===== src/rtl/vrf_pkg.sv =====
// -----------------------------------------------------------------------------
// vrf_pkg
// Shared definitions for the vector register file:
//   - default values for the width, register-count and lane-count parameters
//   - the two-state enum used by the element-stream FSM
// -----------------------------------------------------------------------------
package vrf_pkg;

    localparam int VRF_DW    = 32;  // element / scalar data width
    localparam int VRF_NSREG = 32;  // scalar register count
    localparam int VRF_NVREG = 4;   // vector register count
    localparam int VRF_LANES = 8;   // elements per vector register

    typedef enum logic {
        ST_IDLE   = 1'b0,
        ST_STREAM = 1'b1
    } st_state_e;

endpackage


===== src/rtl/vrf_elem_streamer.sv =====
// -----------------------------------------------------------------------------
// vrf_elem_streamer
// Streams the first len elements of one vector register over a valid/ready
// handshake. len is a snapshot of vlen that is taken when the stream starts.
//
// Ports:
//   clk, rst_n      clock, asynchronous active-low reset
//   st_start        start request (honoured only in IDLE)
//   st_vaddr        vector register to stream
//   vlen            current vlen, snapshotted on start
//   rd_vaddr        register whose forwarded row the parent must drive on row
//   row             forwarded contents of rd_vaddr, lane 0 in the LSBs
//   st_valid        element present (high exactly while streaming)
//   st_data/st_idx  element value and its lane index
//   st_ready        consumer accepts the element
//   st_busy         stream active
//   st_done         one-cycle completion pulse
// -----------------------------------------------------------------------------
module vrf_elem_streamer
    import vrf_pkg::*;
#(
    parameter int DW    = VRF_DW,
    parameter int LANES = VRF_LANES,
    parameter int VAW   = 2,
    parameter int LW    = 4
)(
    input  logic                clk,
    input  logic                rst_n,
    input  logic                st_start,
    input  logic [VAW-1:0]      st_vaddr,
    input  logic [LW-1:0]       vlen,
    output logic [VAW-1:0]      rd_vaddr,
    input  logic [LANES*DW-1:0] row,
    output logic                st_valid,
    output logic [DW-1:0]       st_data,
    output logic [LW-1:0]       st_idx,
    input  logic                st_ready,
    output logic                st_busy,
    output logic                st_done
);

    st_state_e      state_reg, state_next;
    logic [VAW-1:0] vaddr_reg, vaddr_next;
    logic [LW-1:0]  len_reg,   len_next;
    logic [LW-1:0]  idx_reg,   idx_next;
    logic [DW-1:0]  data_reg,  data_next;
    logic           done0_reg, done0_next;   // completion of a zero-length stream
    logic           load;

    always_ff @(posedge clk or negedge rst_n) begin
        if (!rst_n) begin
            state_reg <= ST_IDLE;
            vaddr_reg <= '0;
            len_reg   <= '0;
            idx_reg   <= '0;
            data_reg  <= '0;
            done0_reg <= 1'b0;
        end else begin
            state_reg <= state_next;
            vaddr_reg <= vaddr_next;
            len_reg   <= len_next;
            idx_reg   <= idx_next;
            data_reg  <= data_next;
            done0_reg <= done0_next;
        end
    end

    always_comb begin
        state_next = state_reg;
        vaddr_next = vaddr_reg;
        len_next   = len_reg;
        idx_next   = idx_reg;
        data_next  = data_reg;
        done0_next = 1'b0;
        load       = 1'b0;
        st_valid   = 1'b0;
        st_busy    = 1'b0;
        st_done    = done0_reg;
        // While idle the requested register is looked at so that the first
        // element can be loaded on the start edge; afterwards the captured one.
        rd_vaddr   = (state_reg == ST_IDLE) ? st_vaddr : vaddr_reg;

        case (state_reg)
            ST_IDLE: begin
                if (st_start) begin
                    vaddr_next = st_vaddr;
                    len_next   = vlen;
                    if (vlen == '0) begin
                        done0_next = 1'b1;
                    end else begin
                        state_next = ST_STREAM;
                        idx_next   = '0;
                        load       = 1'b1;
                    end
                end
            end
            ST_STREAM: begin
                st_valid = 1'b1;
                st_busy  = 1'b1;
                if (st_ready) begin
                    if (idx_reg == len_reg - LW'(1)) begin
                        state_next = ST_IDLE;
                        st_done    = 1'b1;
                    end else begin
                        idx_next = idx_reg + LW'(1);
                        load     = 1'b1;
                    end
                end
            end
            default: state_next = ST_IDLE;
        endcase

        // The element is registered, so it stays put during a stall; a new
        // element is only taken from the (forwarded) row on a load.
        for (int i = 0; i < LANES; i++) begin
            if (load && (idx_next == LW'(i))) begin
                data_next = row[i*DW +: DW];
            end
        end
    end

    assign st_data = data_reg;
    assign st_idx  = idx_reg;

endmodule


===== src/rtl/vector_regfile_param.sv =====
// -----------------------------------------------------------------------------
// vector_regfile_param
// Scalar + vector register file with a vector-length register and an element
// streamer.
//
// Ports:
//   clk, rst_n                 clock, asynchronous active-low reset
//   s_raddr1/2, s_rdata1/2     scalar reads, one-cycle latency, write-forwarded
//   s_we, s_waddr, s_wdata     scalar write
//   vlen_we, vlen_wdata, vlen  vector-length register (clamped to LANES)
//   v_raddr1/2, v_rdata1/2     vector reads, one-cycle latency, write-forwarded
//   v_we, v_waddr, v_wdata     vector write, only lanes below vlen are written
//   st_*                       element stream of one vector register
// -----------------------------------------------------------------------------
module vector_regfile_param
    import vrf_pkg::*;
#(
    parameter  int DW    = VRF_DW,
    parameter  int NSREG = VRF_NSREG,
    parameter  int NVREG = VRF_NVREG,
    parameter  int LANES = VRF_LANES,
    localparam int SAW   = $clog2(NSREG),
    localparam int VAW   = $clog2(NVREG),
    localparam int LW    = $clog2(LANES + 1),
    localparam int VW    = LANES * DW
)(
    input  logic           clk,
    input  logic           rst_n,
    input  logic [SAW-1:0] s_raddr1,
    input  logic [SAW-1:0] s_raddr2,
    output logic [DW-1:0]  s_rdata1,
    output logic [DW-1:0]  s_rdata2,
    input  logic           s_we,
    input  logic [SAW-1:0] s_waddr,
    input  logic [DW-1:0]  s_wdata,
    input  logic           vlen_we,
    input  logic [LW-1:0]  vlen_wdata,
    output logic [LW-1:0]  vlen,
    input  logic [VAW-1:0] v_raddr1,
    input  logic [VAW-1:0] v_raddr2,
    output logic [VW-1:0]  v_rdata1,
    output logic [VW-1:0]  v_rdata2,
    input  logic           v_we,
    input  logic [VAW-1:0] v_waddr,
    input  logic [VW-1:0]  v_wdata,
    input  logic           st_start,
    input  logic [VAW-1:0] st_vaddr,
    output logic           st_valid,
    output logic [DW-1:0]  st_data,
    output logic [LW-1:0]  st_idx,
    input  logic           st_ready,
    output logic           st_busy,
    output logic           st_done
);

    localparam logic [LW-1:0] VLEN_MAX = LW'(LANES);

    logic [DW-1:0]  sreg [NSREG];
    logic [VW-1:0]  vreg [NVREG];
    logic [LW-1:0]  vlen_reg;
    logic [LANES-1:0] lane_en;
    logic [VW-1:0]  fwd_row1, fwd_row2, st_row;
    logic [VAW-1:0] st_rd_vaddr;

    assign vlen = vlen_reg;

    // ---------------- vlen register ----------------
    always_ff @(posedge clk or negedge rst_n) begin
        if (!rst_n) begin
            vlen_reg <= '0;
        end else if (vlen_we) begin
            vlen_reg <= (vlen_wdata > VLEN_MAX) ? VLEN_MAX : vlen_wdata;
        end
    end

    // ---------------- scalar registers ----------------
    always_ff @(posedge clk or negedge rst_n) begin
        if (!rst_n) begin
            for (int r = 0; r < NSREG; r++) sreg[r] <= '0;
        end else if (s_we) begin
            sreg[s_waddr] <= s_wdata;
        end
    end

    always_ff @(posedge clk or negedge rst_n) begin
        if (!rst_n) begin
            s_rdata1 <= '0;
            s_rdata2 <= '0;
        end else begin
            s_rdata1 <= (s_we && (s_waddr == s_raddr1)) ? s_wdata : sreg[s_raddr1];
            s_rdata2 <= (s_we && (s_waddr == s_raddr2)) ? s_wdata : sreg[s_raddr2];
        end
    end

    // ---------------- vector registers ----------------
    // Lane enables come from the stored vlen, so a vlen write in the same
    // cycle only affects later vector writes.
    genvar gi;
    generate
        for (gi = 0; gi < LANES; gi++) begin : g_lane
            assign lane_en[gi] = (LW'(gi) < vlen_reg);

            assign fwd_row1[gi*DW +: DW] =
                (v_we && (v_waddr == v_raddr1) && lane_en[gi]) ?
                v_wdata[gi*DW +: DW] : vreg[v_raddr1][gi*DW +: DW];

            assign fwd_row2[gi*DW +: DW] =
                (v_we && (v_waddr == v_raddr2) && lane_en[gi]) ?
                v_wdata[gi*DW +: DW] : vreg[v_raddr2][gi*DW +: DW];

            assign st_row[gi*DW +: DW] =
                (v_we && (v_waddr == st_rd_vaddr) && lane_en[gi]) ?
                v_wdata[gi*DW +: DW] : vreg[st_rd_vaddr][gi*DW +: DW];
        end
    endgenerate

    always_ff @(posedge clk or negedge rst_n) begin
        if (!rst_n) begin
            for (int r = 0; r < NVREG; r++) vreg[r] <= '0;
        end else if (v_we) begin
            for (int i = 0; i < LANES; i++) begin
                if (lane_en[i]) vreg[v_waddr][i*DW +: DW] <= v_wdata[i*DW +: DW];
            end
        end
    end

    always_ff @(posedge clk or negedge rst_n) begin
        if (!rst_n) begin
            v_rdata1 <= '0;
            v_rdata2 <= '0;
        end else begin
            v_rdata1 <= fwd_row1;
            v_rdata2 <= fwd_row2;
        end
    end

    // ---------------- element streamer ----------------
    vrf_elem_streamer #(
        .DW    (DW),
        .LANES (LANES),
        .VAW   (VAW),
        .LW    (LW)
    ) u_streamer (
        .clk      (clk),
        .rst_n    (rst_n),
        .st_start (st_start),
        .st_vaddr (st_vaddr),
        .vlen     (vlen_reg),
        .rd_vaddr (st_rd_vaddr),
        .row      (st_row),
        .st_valid (st_valid),
        .st_data  (st_data),
        .st_idx   (st_idx),
        .st_ready (st_ready),
        .st_busy  (st_busy),
        .st_done  (st_done)
    );

endmodule

===== config.mk =====
export PLATFORM = sky130hd
export DESIGN_NAME = vector_regfile_param
export DESIGN_NICKNAME = d
export VERILOG_FILES = /design/src/rtl/vrf_pkg.sv /design/src/rtl/vrf_elem_streamer.sv /design/src/rtl/vector_regfile_param.sv
export SDC_FILE = /design/constraint.sdc
export NUM_CORES = 2
export LEC_CHECK = 0
export ABC_CLOCK_PERIOD_IN_PS = 3780
export CORE_AREA = 2 2 878 530
export DETAILED_ROUTE_END_ITERATION = 10
export DIE_AREA = 0 0 880 532
export PLACE_DENSITY = 0.48
export SETUP_SLACK_MARGIN = 0.3
export SLEW_MARGIN = 5
export SYNTH_ARGS = -nofsm -noshare
export SYNTH_HDL_FRONTEND = slang
export SYNTH_SLANG_ARGS = --single-unit
export TNS_END_PERCENT = 20

===== constraint.sdc =====
create_clock -name clk -period 3.78 [get_ports clk]
set_clock_uncertainty 0.1 [all_clocks]
set_input_delay 0.378 -clock clk [delete_from_list [all_inputs] [get_ports clk]]
set_output_delay 0.378 -clock clk [all_outputs]
set_load 0.05 [all_outputs]

Yosys cells after proc, flatten, opt, wreduce, memory -nomap -nowiden. Cells that the tools add are included.

Equal/unequal tests: 13. Magnitude comparators: 18. Add/subtract/negate cells: 2. Reductions and logical operators: 43. Muxes and demuxes: 112. Bitwise gates (word level): 8.

Operator list (number): 1024-bit two-way mux (15); 1024-bit bitwise mux (9); 256-bit demux with 2-bit select (8); 256-bit two-way mux (7); 256-bit binary-select mux with 2-bit select (3); 32-bit two-way mux (40); 32-bit binary-select mux with 5-bit select (2); 224-bit two-way mux (1); 192-bit two-way mux (1); 32-bit demux with 5-bit select (1); 160-bit two-way mux (1); 128-bit two-way mux (1); 96-bit two-way mux (1); 64-bit two-way mux (1); 1-bit logical AND (39); 4-bit two-way mux (5); 6-bit >= comparator, second input constant (3); 5-bit NOT with 6-bit output (3); 4-bit by 3-bit equality test with 1-bit output, second input constant (4); 3-bit by 4-bit less-than comparator with 1-bit output, first input constant (4); 3-bit >= comparator, second input constant (4); 1-bit two-way mux (12); 2-bit NOT with 3-bit output (4); 5-bit equality test (2); 18 further kinds (25).

Input bits: 322. Output and inout port bits: 619. Logic and storage cells: 243. Flip-flop bits (word level): 2672.

Logic depth before layout (Yosys ltp).
Depth after elaboration: 28. Depth in mapped cells: 12. Gate-level depth less buffers: 9.

Cells and area by module. From an unflattened synthesis, not the netlist that was laid out.

Cell total of the unflattened synthesis: 9345. Area total of the unflattened synthesis: 139221.0 µm².

By module, submodules not included: vector_regfile_param (cells an instance 8802, area each 135152.1 µm², instances 1, sequential area each 65763.1 µm²); vrf_elem_streamer (cells an instance 543, area each 4068.9 µm², instances 1, sequential area each 1101.1 µm²).

Worst setup path after synthesis. Ideal clock, no wire load.

Path kind: register -> register. Start point: reg u_streamer.state_reg. End point: reg u_streamer.data_reg[12], in the netlist u_streamer.st_data[12]. Buffers on the path: 4. Arrival: 2958 ps. Path slack: 598 ps. Clock period less this slack: 3182 ps. Stages on the path, launching flop included: 11. Cells stage by stage: dfrtp_1 buf_2 mux2i_4 buf_4 buf_2 buf_2 mux4_2 mux2i_1 o22ai_1 a21oi_1 o21ai_1.

Word-level cells in the longest chain between the ends: 14.

Ends and longest elaborated chain: start, declared (line vrf_elem_streamer.sv:42) `st_state_e state_reg, state_next;`; start signal, assigned (line vrf_elem_streamer.sv:59) `state_reg <= state_next;`; 2-bit two-way mux (line vrf_elem_streamer.sv:81) `rd_vaddr = (state_reg == ST_IDLE) ? st_vaddr : vaddr_reg;`; 2-bit NOT with 3-bit output (implied by the code) (line vector_regfile_param.sv:113) `v_wdata[gi*DW +: DW] : vreg[st_rd_vaddr][gi*DW +: DW];`; 256-bit binary-select mux with 2-bit select (line vector_regfile_param.sv:113); 256-bit two-way mux (implied by the code) (2 in a row) (line vector_regfile_param.sv:113); 32-bit two-way mux (line vector_regfile_param.sv:112) `(v_we && (v_waddr == st_rd_vaddr) && lane_en[gi]) ?`; 32-bit two-way mux (8 in a row) (line vrf_elem_streamer.sv:116) `if (load && (idx_next == LW'(i))) begin`; end signal, assigned (line vrf_elem_streamer.sv:63) `data_reg <= data_next;`; end, declared (line vrf_elem_streamer.sv:46) `logic [DW-1:0] data_reg, data_next;`.

Several ways; a longest one is shown, not always the timed one. The select of a mux whose other input is x is not followed. A chain may end at the register's enable or synchronous reset.

Final worst setup path.
Start point: reg u_streamer.state_reg. End point: reg u_streamer.data_reg[27], in the netlist u_streamer.st_data[27].

The elaborated chain is that of the path after synthesis.

==> flow_metrics.env <==
export IMPL_ios=941
export IMPL_finalMaxSlewViolations=0
export IMPL_synth_edff_count=0
export IMPL_yosys_cell_types_count=56
export IMPL_grt_max_degree=130
export IMPL_p_total_mw=126
export IMPL_clock_fmax_ghz=0.272
export IMPL_route_met3_wl_um=46600
export IMPL_syn2layout_area_growth_pct=22.9
export IMPL_peakVddDrop_v=0.000530
export IMPL_grt_pass1_wl_um=789000
export IMPL_max_stage_delay_ns=0.75
export IMPL_crit_cells=12
export IMPL_syn_num_nets=8949
export IMPL_path_cells="mux2i_4 -> buf_12 -> xnor2_2 -> buf_4 -> nor4_4 -> buf_12 -> buf_4 -> nor2b_1 -> a211oi_1 -> o21ai_1 -> a21oi_1 -> o21ai_1"
export IMPL_finalCritPeriodShare_pct=97.4
export IMPL_htree_levels=5
export IMPL_cts_sinks=2672
export IMPL_ys_flop_type="dfrtp_1"
export IMPL_critPathRequiredTime_ns=4.54
export IMPL_wl_um=569000
export IMPL_cp_top_family="compound AO/OA/AOI/OAI gates"
export IMPL_slowest_stage="a211oi_1"
export IMPL_switching_share_pct=38.4
export IMPL_worstHoldPathType="in2reg"
export IMPL_cts_buffers=290
export IMPL_power_frac_clock_pct=24.6
export IMPL_num_vias=90500
export IMPL_cts_root_buf="clkbuf_16"
export IMPL_dr_pass1_iters=5
export IMPL_setup_viol=0
export IMPL_worst_endpoint_arrival_ns=4.44
export IMPL_hold_path_depth=2
export IMPL_dp_slack_ns=-0.617
export IMPL_layout_common_cells="dfrtp_1 (2672), mux2_2 (2577), mux4_2 (1408)"
export IMPL_finalSetupTns_ns=0
export IMPL_dr_max_layer_used="met5"
export IMPL_finalHoldViolCount=0
export IMPL_dieWidth_um=880
export IMPL_syn_inst=8625
export IMPL_r2r_worst_path_cells=12
export IMPL_crit_fanout=36
export IMPL_crit_type="reg2reg"
export IMPL_synth_seq_cells=2672
export IMPL_fin_util_pct=36.8
export IMPL_grt_overflow=0
export IMPL_maxCapViolations=0
export IMPL_outcome="finished clean"
export IMPL_fp_dieH_um=532
export IMPL_tightest_slew_ns=1.33
export IMPL_drive_above_1_share_pct=52.3
export IMPL_start_util_pct=30.0
export IMPL_grt_pass1_vias=93500
export IMPL_power_density_nw_per_um2=745
export IMPL_seqPwrFrac_pct=34.1
export IMPL_layout_commonest_cell="dfrtp_1"
export IMPL_vias_per_cell=5.64
export IMPL_comb_power_share_pct=41.3
export IMPL_clock_latency_ns=0.97
export IMPL_reg_top3="sreg: 1024 flops, vreg: 1024 flops"
export IMPL_p_switching_mw=48.4
export IMPL_wl_met2_um=240000
export IMPL_dpl_hpwl_um=395000
export IMPL_synth_warnings=0
export IMPL_placementRows=193
export IMPL_yosys_top_cells_area="dfrtp_1 (49%), mux4_2 (23%), mux2_2 (21%)"
export IMPL_layout_setup_ws_ns=0.0991
export IMPL_hold_ws_ns=0.0618
export IMPL_clock_path_buffers=4
export IMPL_routabilityCongestion=1.00
export IMPL_drt_iter0_drc=8478
export IMPL_async_flop_share_pct=100
export IMPL_m1WireLength_um=256000
export IMPL_wl_per_cell_um=35.5
export IMPL_max_slew_margin_pct=10.8
export IMPL_p_int_mw=77.6
export IMPL_synth_area_leader_cell="dfrtp_1"
export IMPL_tritoncts="done"
export IMPL_drc=0
export IMPL_portBuffers=940
export IMPL_power_leakage_nw=68.3
export IMPL_clk_pin_slew_ns=0.06
export IMPL_final_antenna_net_count=0
export IMPL_antenna_found_initial=130
export IMPL_startpoint_type="register"
export IMPL_track_usage_pct=23.7
export IMPL_synth_top_area_share_pct=48.5
export IMPL_dieArea_um2=468000
export IMPL_avgSynthCellArea_um2=16.0
export IMPL_rsz0062_at_grt="yes"
export IMPL_nets=9959
export IMPL_syn_area_um2=138000
export IMPL_cp_buffers_inverters=4
export IMPL_endpoint_kind="register"
export IMPL_post_route_min_period_ns=3.68
export IMPL_yosysSeqAreaShare_pct=48.5
export IMPL_coreArea_um2=460000
final timing paths:
path	from	to	slack, ns
worst max-delay path	u_streamer.state_reg	u_streamer.st_data[27]	0.1
worst min-delay path	s_wdata[8]	sreg[904]	0.06
worst max register to register	u_streamer.state_reg	u_streamer.st_data[27]	0.1
worst min register to register	u_streamer.st_data[29]	u_streamer.st_data[29]	0.40
max in group asynchronous	rst_n	sreg[268]	2.13
min in group asynchronous	rst_n	v_rdata2[70]	0.17
cell type report:
cell class                      instances  area [µm²]
Clock inverter                        103        1490
Timing Repair Buffer                 1505       16100
Tap cell                             6142        7680
Clock buffer                          403        8570
Fill cell                           42900      290000
Sequential cell                      2672       66900
Inverter                                8        30.0
Multi-Input combinational cell       5158       68400
Antenna cell                           65         163
metal layers:
metal	vias up	GRT usage (%)
li1	35700	-
met1	50400	34.4
met2	3695	33.2
met3	809	6.56
met4	18	9.95
met5	-	0
Yosys cell counts, types with 2 or more instances:
master / number
o21ai_0: 93
nor3_2: 5
nor4_1: 6
a31oi_1: 23
nand3_1: 11
nor3_1: 14
or4_1: 2
nor3b_1: 4
dfrtp_1: 2672
nor2b_1: 26
buf_1: 189
xor2_1: 12
nor2_1: 66
o22ai_1: 21
mux4_2: 1408
ha_1: 2
inv_1: 8
buf_2: 79
a211oi_1: 21
mux2_2: 2577
and3_1: 28
nand2b_1: 5
a32o_1: 32
xnor2_1: 11
a311o_1: 11
or2_2: 4
o21a_1: 12
mux2_1: 16
o31ai_1: 2
buf_4: 5
o21ai_1: 64
clkbuf_1: 514
nand2_1: 393
mux2i_1: 162
nand3b_1: 6
xnor2_2: 3
a32oi_1: 22
a21oi_1: 78
timing repair:
| item | 4_1_cts | 5_1_grt |
|---|---|---|
| hold endpoints to repair | 1365 | 2 |
| pin swaps | 1 | 2 |
| endpoints found under the setup margin | 24 | 25 |
| setup buffers | 3 | 2 |
| hold buffers | 9 | 1 |
| resized for setup | 10 | 8 |
power groups by stage:
| stage | Sequential, mW | Clock, mW | Combinational [mW] |
|---|---|---|---|
| floorplan | 48.3 | 0 | 22.0 |
| global placement | 42.8 | 0 | 51.0 |
| detailed placement | 43.3 | 0 | 51.2 |
| CTS | 42.8 | 31.7 | 51.6 |
| global route | 43.7 | 32.9 | 53.9 |
| finish | 43.0 | 31.0 | 52.1 |
kinds of logic after synthesis:
family / share of synthesized area, %
XOR/XNOR: 0.182
multiplexers: 45.4
flip-flops: 48.5
AND/OR/NAND/NOR: 1.82
AO/OA/AOI/OAI: 1.76
buffers and inverters: 2.25
adder cells (fa/ha/maj): 0.0182
stage by stage:
stage | cells | area (µm²)
CTS | 16000 | 169000
floorplan | 8625 | 138000
finish | 16100 | 169000
global placement | 15500 | 159000
detailed placement | 15500 | 159000
global route | 16000 | 169000
(Power assumes the default switching activity.)
